<file path="src/rtl/fp_add_arbiter.sv">
// Four-way round-robin front end that time-shares one multi-cycle FP adder.
// Optional watchdog on the adder wait: define FP_ADD_ARBITER_TIMEOUT_EN.
module fp_add_arbiter #(
    parameter int unsigned TIMEOUT_CYCLES = 255,
    parameter logic [7:0]  FP_OPCODE      = 8'd253
) (
    input  logic         clk,
    input  logic         reset,
    input  logic [3:0]   req_valid,
    input  logic [127:0] req_dataa,
    input  logic [127:0] req_datab,
    output logic [3:0]   req_ready,
    output logic [3:0]   rsp_valid,
    output logic [31:0]  rsp_result,
    output logic         rsp_error,
    output logic         fp_start,
    output logic         fp_clk_en,
    output logic [31:0]  fp_dataa,
    output logic [31:0]  fp_datab,
    output logic [7:0]   fp_n,
    input  logic         fp_done,
    input  logic [31:0]  fp_result,
    output logic         busy
);

    typedef enum logic [1:0] {IDLE, ISSUE, WAIT, RESP} state_t;

    state_t      state;
    state_t      state_next;
    logic [1:0]  last_served;
    logic [1:0]  index;
    logic [31:0] op_a;
    logic [31:0] op_b;
    logic [31:0] result_q;
    logic        grant_found;
    logic [1:0]  grant_idx;
    logic [1:0]  cand;
    logic        timed_out;

    // Search starts one past the last requester served so every requester gets a turn.
    always_comb begin
        grant_found = 1'b0;
        grant_idx   = 2'd0;
        cand        = 2'd0;
        for (int k = 1; k <= 4; k++) begin
            cand = last_served + 2'(k);
            if (!grant_found && req_valid[cand]) begin
                grant_found = 1'b1;
                grant_idx   = cand;
            end
        end
    end

`ifdef FP_ADD_ARBITER_TIMEOUT_EN
    localparam int CW = (TIMEOUT_CYCLES > 1) ? $clog2(TIMEOUT_CYCLES) : 1;

    logic [CW-1:0] wait_count;
    logic          error_q;

    assign timed_out = (state == WAIT) && !fp_done &&
                       (wait_count == CW'(TIMEOUT_CYCLES - 1));

    always_ff @(posedge clk or posedge reset) begin
        if (reset) begin
            wait_count <= '0;
            error_q    <= 1'b0;
        end else if (state == ISSUE) begin
            wait_count <= '0;
            error_q    <= 1'b0;
        end else if (state == WAIT) begin
            if (fp_done) begin
                error_q <= 1'b0;
            end else if (timed_out) begin
                error_q <= 1'b1;
            end else begin
                wait_count <= wait_count + 1'b1;
            end
        end
    end

    assign rsp_error = (state == RESP) && error_q;
`else
    assign timed_out = 1'b0;
    assign rsp_error = 1'b0;
`endif

    always_ff @(posedge clk or posedge reset) begin
        if (reset) begin
            state <= IDLE;
        end else begin
            state <= state_next;
        end
    end

    always_comb begin
        state_next = state;
        case (state)
            IDLE:    if (grant_found) state_next = ISSUE;
            ISSUE:   state_next = WAIT;
            WAIT:    if (fp_done || timed_out) state_next = RESP;
            RESP:    state_next = IDLE;
            default: state_next = IDLE;
        endcase
    end

    // A timeout substitutes a quiet NaN so the requester still gets a response.
    always_ff @(posedge clk or posedge reset) begin
        if (reset) begin
            last_served <= 2'd3;
            index       <= 2'd0;
            op_a        <= '0;
            op_b        <= '0;
            result_q    <= '0;
        end else begin
            case (state)
                IDLE: begin
                    if (grant_found) begin
                        index <= grant_idx;
                        op_a  <= req_dataa[{grant_idx, 5'd0} +: 32];
                        op_b  <= req_datab[{grant_idx, 5'd0} +: 32];
                    end
                end
                WAIT: begin
                    if (fp_done) begin
                        result_q <= fp_result;
                    end else if (timed_out) begin
                        result_q <= 32'h7FC0_0000;
                    end
                end
                RESP:    last_served <= index;
                default: ;
            endcase
        end
    end

    assign req_ready  = (state == IDLE && grant_found) ? (4'b0001 << grant_idx) : 4'b0000;
    assign rsp_valid  = (state == RESP) ? (4'b0001 << index) : 4'b0000;
    assign rsp_result = (state == RESP) ? result_q : 32'd0;
    assign fp_start   = (state == ISSUE);
    assign fp_clk_en  = (state == ISSUE) || (state == WAIT);
    assign fp_dataa   = op_a;
    assign fp_datab   = op_b;
    assign fp_n       = FP_OPCODE;
    assign busy       = (state != IDLE);

endmodule

</file>
<file path="config.mk">
export PLATFORM = sky130hd
export DESIGN_NAME = fp_add_arbiter
export DESIGN_NICKNAME = d
export VERILOG_FILES = /design/src/rtl/fp_add_arbiter.sv
export SDC_FILE = /design/constraint.sdc
export NUM_CORES = 1
export LEC_CHECK = 0
export BUFFER_PORTS_ARGS = -buffer_cell sky130_fd_sc_hd__buf_2
export CAP_MARGIN = 20
export CORE_AREA = 2 2 161 163
export CTS_CLUSTER_SIZE = 40
export DETAILED_ROUTE_END_ITERATION = 8
export DIE_AREA = 0 0 163 165
export REMOVE_ABC_BUFFERS = 1
export SYNTH_ARGS = -nofsm -noshare
export SYNTH_HDL_FRONTEND = slang
export SYNTH_SLANG_ARGS = --single-unit
</file>
<file path="constraint.sdc">
create_clock -name clk -period 4.31 [get_ports clk]
set_clock_uncertainty 0.1 [all_clocks]
set_input_delay 0.6465 -clock clk [delete_from_list [all_inputs] [get_ports clk]]
set_output_delay 0.6465 -clock clk [all_outputs]
set_load 0.1 [all_outputs]
</file>
After elaboration in Yosys (flattened, before gate mapping)

Cells that the tools add are included.

Flip-flop bits (word level): 102
Bits of input ports: 295
Word-level logic and storage cells: 57

Add/subtract/negate cells: 3
Order comparisons: 4
Equal/unequal tests: 5
Shift-type cells: 4
Multiplexer cells: 22
Reduce and logical (&&, ||, !) cells: 13

Operators by type and width:

| kind                                                                          | count |
|---|---|
| 128-bit by 8-bit variable part select with 32-bit output                      | 2 |
| 32-bit two-way mux                                                            | 1 |
| 2-bit by 3-bit less-than comparator with 1-bit output (second input constant) | 4 |
| 2-bit two-way mux                                                             | 6 |
| 1-bit binary-select mux with 2-bit select                                     | 4 |
| 1-bit two-way mux                                                             | 8 |
| 4-bit two-way mux                                                             | 2 |
| 2-bit case mux with 4 select lines                                            | 1 |
| 1-bit by 2-bit << shifter with 4-bit output (first input constant)            | 2 |
| 2-bit AND reduction                                                           | 3 |
| 2-bit adder (second input constant)                                           | 2 |
| 2-bit == test (second input constant)                                         | 2 |
| 1-bit logical AND                                                             | 4 |
| 2-bit inequality test (second input constant)                                 | 2 |
| 1-bit logical NOT                                                             | 3 |
| 2-bit by 1-bit adder with 2-bit output (second input constant)                | 1 |
| 2-bit by 1-bit == test with 1-bit output (second input constant)              | 1 |
| 2-bit logical NOT                                                             | 1 |
| 2-bit nonzero test                                                            | 1 |
| 1-bit logical OR                                                              | 1 |

Longest topological paths before layout

Gate-level depths: netlist of the first run.

Depth in word-level cells: 15
Gate-level depth with buffers: 8
Gate-level depth less buffers: 6

Worst setup path before layout of the first run

Ideal clock, no wire load.

Path type: input to output
Start point: in req_valid[0]
End point: out req_ready[2]
Arrival: 3.724 ns
Data required time: 3.563 ns
Path slack: -0.160 ns
Stages on the path: 6
Path through: buf_2 > nor2_2 > o2bb2ai_1 > a221o_1 > clkbuf_1 > nor3_1

Cells in the longest elaborated chain, start to end: 14
Elaborated cells on any way between the ends: 25
Classes of those cells: shift (1); mux (17); reduce/logical (7)

Ends and longest elaborated chain:

| what                                                                                    | line | RTL |
|---|---|---|
| start, declared                                                                         | 9    | `input logic [3:0] req_valid,` |
| 1-bit binary-select mux with 2-bit select                                               | 47   | `if (!grant_found && req_valid[cand]) begin` |
| 1-bit two-way mux (implied by the code)                                                 | 47   |  |
| 1-bit two-way mux                                                                       | 47   |  |
| 1-bit logical NOT                                                                       | 47   |  |
| 1-bit logical AND                                                                       | 47   |  |
| 1-bit two-way mux                                                                       | 47   |  |
| 1-bit logical NOT                                                                       | 47   |  |
| 1-bit logical AND                                                                       | 47   |  |
| 1-bit two-way mux                                                                       | 47   |  |
| 1-bit logical NOT                                                                       | 47   |  |
| 1-bit logical AND                                                                       | 47   |  |
| 2-bit two-way mux / 1-bit two-way mux (equally long branches)                           | 47   |  |
| 1-bit by 2-bit << shifter with 4-bit output / 1-bit logical AND (equally long branches) | 136  | `assign req_ready = (state == IDLE && grant_found) ? (4'b0001 << grant_idx) : 4'b0000;` |
| 4-bit two-way mux *                                                                     | 136  |  |
| end, declared                                                                           | 12   | `output logic [3:0] req_ready,` |

Mark *: on every way between the ends. The rest lies on a longest branch, timed or not. The select of a mux whose other input is x is not followed.

Worst setup path after layout of the first run

Start point: reg last_served[1]
End point: out req_ready[3]

Cells in the longest elaborated chain, start to end: 15
Elaborated cells on any way between the ends: 28
Classes of those cells: add/sub (3); shift (1); mux (17); reduce/logical (7)

Ends and longest elaborated chain:

| what                                                                                    | line | RTL |
|---|---|---|
| start, declared                                                                         | 30   | `logic [1:0] last_served;` |
| start signal, assigned                                                                  | 130  | `RESP: last_served <= index;` |
| 2-bit by 1-bit adder with 2-bit output                                                  | 46   | `cand = last_served + 2'(k);` |
| 1-bit binary-select mux with 2-bit select                                               | 47   |  |
| 1-bit two-way mux (implied by the code)                                                 | 47   |  |
| 1-bit two-way mux                                                                       | 47   |  |
| 1-bit logical NOT                                                                       | 47   |  |
| 1-bit logical AND                                                                       | 47   |  |
| 1-bit two-way mux                                                                       | 47   |  |
| 1-bit logical NOT                                                                       | 47   |  |
| 1-bit logical AND                                                                       | 47   |  |
| 1-bit two-way mux                                                                       | 47   |  |
| 1-bit logical NOT                                                                       | 47   |  |
| 1-bit logical AND                                                                       | 47   |  |
| 2-bit two-way mux / 1-bit two-way mux (equally long branches)                           | 47   |  |
| 1-bit by 2-bit << shifter with 4-bit output / 1-bit logical AND (equally long branches) | 136  |  |
| 4-bit two-way mux *                                                                     | 136  |  |

Marks and branches as above.

==> results of run 1 <==
## sequential cells by signal, summed over array words and instances (netlist names)
name	cells
fp_datab	32
state	2
result_q	32
fp_dataa	32
last_served	2
index	2
## worst min-delay path by stage
stage                   endpoint  slack (ps)
global route         result_q[9]         410
finish              result_q[28]         390
global placement     result_q[6]         380
detailed placement   result_q[2]         390
floorplan            result_q[0]         370
CTS                  result_q[2]         400
## critical path, cell delays in order (launching register included)
cell and delay (ps):
dfstp_2 700, nand2_1 170, a21o_1 220, o221ai_4 70
buf_4 490, and3_1 230, buf_2 430
## power by group through the flow
| stage | clock (W) | sequential (W) | combinational [W] |
|---|---|---|---|
| floorplan | 0 | 0.00366 | 0.00284 |
| global placement | 0 | 0.00174 | 0.00582 |
| detailed placement | 0 | 0.00176 | 0.00586 |
| CTS | 0.000909 | 0.00175 | 0.00586 |
| global route | 0.000943 | 0.00182 | 0.00619 |
| finish | 0.000869 | 0.00175 | 0.00587 |
## routing by layer
layer / part of all wire, % / GRT usage (%)
met3: 7.1 / 3.62
met5: 0.050 / 0
met4: 2.2 / 5.35
met1: 41 / 18.9
met2: 50 / 27.6
## cells in the mapped netlist (2+ instances only)
library cell,n,area [um^2]
buf_1,3,11.3
conb_1,2,7.51
buf_4,13,97.6
dfrtp_1,100,2500
inv_1,9,33.8
a221oi_1,64,561
o21ai_0,64,320
a21oi_1,4,20.0
and2_1,34,213
buf_6,4,45.0
nand2_1,12,45.0
nor2_1,69,259
dfstp_2,2,52.6
nand2b_1,3,18.8
mux2i_1,64,641
ha_1,5,62.6
clkbuf_1,32,120
buf_2,13,65.1
o21ai_1,4,20.0
mux2_2,32,360
and3_1,4,25.0
o22ai_1,65,407
## cell families after synthesis
| group | share of synthesized area, % |
|---|---|
| AO/OA/AOI/OAI | 24.1 |
| adder cells (fa/ha/maj) | 1.03 |
| buffers and inverters | 6.28 |
| flip-flops | 42.2 |
| multiplexers | 16.5 |
| other | 0.124 |
| AND/OR/NAND/NOR | 9.71 |
## layout by cell type, fill, tap and decap left out, types with 11 or more instances in the layout
cell type,instances
nor2_1,69
o21ai_0,64
and2_1,34
dfrtp_1,100
mux2i_1,64
a221oi_1,64
buf_2,401
o22ai_1,65
buf_4,11
mux2_2,32
nand2_1,11
## final cells by class
class | instances | share of cell area, %
inverters | 9 | 0.419
flip-flops and latches | 102 | 29.5
clock buffers | 10 | 2.65
repair buffers | 414 | 24.8
clock inverters | 6 | 0.911
multi-input cells | 450 | 36.9
well taps | 330 | 4.77
## through the flow
stage	instances	setup slack, ps	TNS, ps	power (W)	area, um^2
after global placement	1303	962	0	0.00756	8290
after detailed placement	1303	962	0	0.00762	8290
final	1321	894	0	0.00849	8650
after floorplan	561	-2970	-114720	0.00650	5740
after CTS	1319	837	0	0.00852	8600
after global routing	1321	712	0	0.00895	8650
==> metrics.txt, run 1 <==
status=finished, final reports clean; critical path data arrival time=2670 ps; average size of a mapped cell=9.77 um^2; antenna violations before repair=1; TritonCTS clock tree=built; Worst setup endpoint=req_ready[3]; Min Hold Slack=385 ps; Cell variety after synth=40; Initial Utilization=around a quarter; post-cts resize count=0; first-pass GRT wire length=between 30000 and 40000 um; final net count=approximately 1300; Routed Antenna Nets=0; VDD IR max=0.558 mV; Comb pwr share=69.2%; die area=26900 um^2; Port Buffer Count=401; Post-DP HPWL=around 17000 um; Vias=roughly 6400; Worst Setup End Kind=output port; sequential share of power=20.6%; Net Switching=0.00525 W; RSZ-0062 raised after global routing=no; Relative slew margins=36.2%; FF-to-FF End=fp_datab[1]; Clk pwr share=10.2%; Worst Path Class, Setup=flip-flop to output port; Syn-to-layout area delta=42.9%; Pre-Repair DR Iteration Count=4; Num Clock Sinks=102; DIE HEIGHT=~170 um; Tmin final=~3400 ps; RePlAce Congestion=0.818; GRT Util Overall=15.7%; CTS Buffer Depth=2; Worst Tran Pin Value=957 ps; EDFF count, synth=0; num rows=58; via/cell ratio=4.83; storage element area=2550 um^2; TritonCTS Buffers=9; share of layout cells above drive strength 1=between 40 and 50%; Worst EP required=3560 ps; post-synthesis sequential area ratio=a little over two fifths; drt wl/cell=16.8 um; Final Setup Violations=0; max cap viols=0; internal cell power=~0.0032 W; layout filler cell count=2610; Post-Syn Area=6060 um^2; pin count of the biggest net entering global routing=98; Hold/Removal Path Class=input pin to asynchronous set/reset pin; async set-reset flop share out of synthesis=100%; grt total ovfl=0; Multi-input gate area=3190 um^2; Worst Setup Start Kind=flip-flop; post-layout util=~35%; Slew Viols, Final=0; crit path from=last_served[1]; vias in the first global route=5948; Worst-path clk slew=80 ps; post-CTS setup buffers=0; Net Sw Frac=61.9%; maximum level of the CTS H-tree=3; leakage power=4.24 nW; achievable clock frequency=around 300 MHz; register bit count reported by yosys=102; period utilisation layout=roughly four fifths; reg2reg path depth=7; Clk Latency, worst-skew pair=350 ps; hold-fix buffers at CTS=0; Die Width=163 um; Post-Route WL=22200 um; final hold vios=0; synth warn=0; clock root buffer=clkbuf_16; ANT cells=0; crit-path max FO=29; r2r startpoint=last_served[1]; residual DRC count=0; starting DRC count in detailed routing=428; pwr dens=just under 1000 nW/um^2; core box area=25000 um^2; Mapped Cells=620; R2R Setup Slk=~1400 ps; IO Pins=~400; Main synth FF type=dfrtp_1
Note: power is estimated with default switching activity, not from simulation.
==> run 2: changes to the inputs <==
Clock period 4.31 ns to 3.16 ns, I/O delays scaled along.
==> metrics.txt, run 2 (synthesis results as in run 1) <==
CTS Buffer Depth=2 (unchanged); Relative slew margins=55.3% (+19 points); RePlAce Congestion=0.810 (-0.92%); storage element area=2550 um^2 (unchanged); placed cell count=1310 (+0.54%); CP Cell Sequence=nand2_1, a221o_1, nor3_1, buf_12; critical path data arrival time=2150 ps (-520 ps); via/cell ratio=4.84 (+0.14%); leakage power=4.27 nW (+0.78%); M1 WL=9130 um (+0.30%); post-cts resize count=0 (unchanged); IO Pins=411 (unchanged); r2r startpoint=last_served[1]; largest stage delay on the critical path=690 ps (about the same); Worst Path Class, Setup=flip-flop to output port; Syn-to-layout area delta=44.2%; crit-path max FO=13 (-55%); reg2reg path depth=6 (-1); Port Buffer Count=401 (unchanged); most frequent cells in the layout=buf_2 (398), dfrtp_1 (100), nor2_1 (69), o22ai_1 (65); Final Setup Violations=0 (unchanged); Worst Tran Pin Value=669 ps (-289 ps); GRT Util Overall=15.8% (+0.10 points); Min Hold Slack=48.5 ps (-337 ps); residual DRC count=0 (unchanged); FF-to-FF End=fp_datab[12]; placed instance area=8420 um^2 (+1.6%); starting DRC count in detailed routing=379 (-11%); maximum level of the CTS H-tree=3 (unchanged); period utilisation layout=86.4%; antenna violations before repair=0 (-1); max cap viols=0 (unchanged); metal2 WL=10900 um (-0.84%); Post-Route WL=22200 um (about the same); Initial Utilization=24.2% (unchanged); TritonCTS Buffers=9 (unchanged); drt wl/cell=16.7 um (-0.42%); Num Clock Sinks=102 (unchanged); die area=26900 um^2 (unchanged); layout filler cell count=2602 (-0.31%); post-CTS setup buffers=0 (unchanged); vias in the first global route=6063 (+1.9%); R2R Setup Slk=750 ps (-610 ps); Slew Viols, Final=0 (unchanged); uppermost layer routed=met4; RSZ-0062 raised after global routing=no; Layout Cells excl Fill=1326 (+0.38%); Worst path slowest cell=dfstp_2; TritonCTS clock tree=built; pin count of the biggest net entering global routing=53 (-46%); num rows=58 (unchanged); Post-DP HPWL=17200 um (+1.6%); Multi-input gate area=3190 um^2 (unchanged); Worst-path clk slew=80 ps (about the same); grt total ovfl=0 (unchanged); Worst Setup Start Kind=flip-flop; Overall Power=0.0116 W (+37%); achievable clock frequency=366 MHz; Worst Setup End Kind=output port; Hold/Removal Path Class=input pin to asynchronous set/reset pin; Clk Latency, worst-skew pair=350 ps (about the same); ANT cells=0 (unchanged); Pre-Repair DR Iteration Count=4 (unchanged); clock root buffer=clkbuf_16; share of layout cells above drive strength 1=47.9% (+0.36 points); Die Width=163 um (unchanged); final net count=1291 (+0.39%); Vias=6416 (+0.52%); status=finished, final reports clean; WL met3=1640 um (+3.3%); DIE HEIGHT=165 um (unchanged); VDD IR max=0.671 mV (+20%); hold-fix buffers at CTS=0 (unchanged); pwr dens=1330 nW/um^2 (+36%); commonest non-fill, non-tap cell in the layout=buf_2; Design Area, Final=8730 um^2 (+0.97%); final hold vios=0 (unchanged); Routed Antenna Nets=0 (unchanged); Tmin final=around 2700 ps; Worst EP required=2590 ps (-970 ps); core box area=25000 um^2 (unchanged); first-pass GRT wire length=33500 um (+1.6%)
-- run 2: power breakdown --
part / internal, W / switching (W)
clock: 0.000652 / 0.000555
sequential: 0.00196 / 0.000425
combinational: 0.00185 / 0.00619
total: 0.00446 / 0.00717
-- run 2: how the worst max path moves through the flow --
| stage | start | end | slack, ps |
|---|---|---|---|
| after floorplan | state[0] | req_ready[3] | -3950 |
| after global placement | req_valid[1] | req_ready[2] | 540 |
| after detailed placement | req_valid[1] | req_ready[2] | 540 |
| after CTS | last_served[1] | req_ready[2] | 360 |
| after global routing | last_served[1] | req_ready[2] | 300 |
| final | last_served[1] | req_ready[2] | 430 |
-- run 2: final cells by class --
| cell class | count | share of cell area (%) |
|---|---|---|
| Clock buffer | 10 | 2.74 |
| Timing Repair Buffer | 419 | 25.4 |
| Clock inverter | 6 | 0.888 |
| Multi-Input combinational cell | 450 | 36.6 |
| Inverter | 9 | 0.415 |
| Tap cell | 330 | 4.73 |
| Sequential cell | 102 | 29.3 |
-- run 2: worst max-delay path: cells and delay by family, from the launching register on --
family | cells | cell delay [ps]
flops | 1 | 690
simple gates | 2 | 510
compound gates | 1 | 370
buf+inv | 1 | 230
-- run 2: stage by stage --
stage / worst slack, ps / setup TNS (ps) / util [%]
final: 431 / 0 / 34.9
after CTS: 362 / 0 / 34.9
after detailed placement: 544 / 0 / 33.6
after floorplan: -3950 / -201480 / -
after global placement: 538 / 0 / 33.5
after global routing: 298 / 0 / 34.9
-- run 2: metal layers --
metal / up-vias / GRT usage, %
met3: 26 / 3.72
met1: 3012 / 19.8
li1: 3073 / -
met5: - / 0
met2: 305 / 26.8
met4: 0 / 5.51
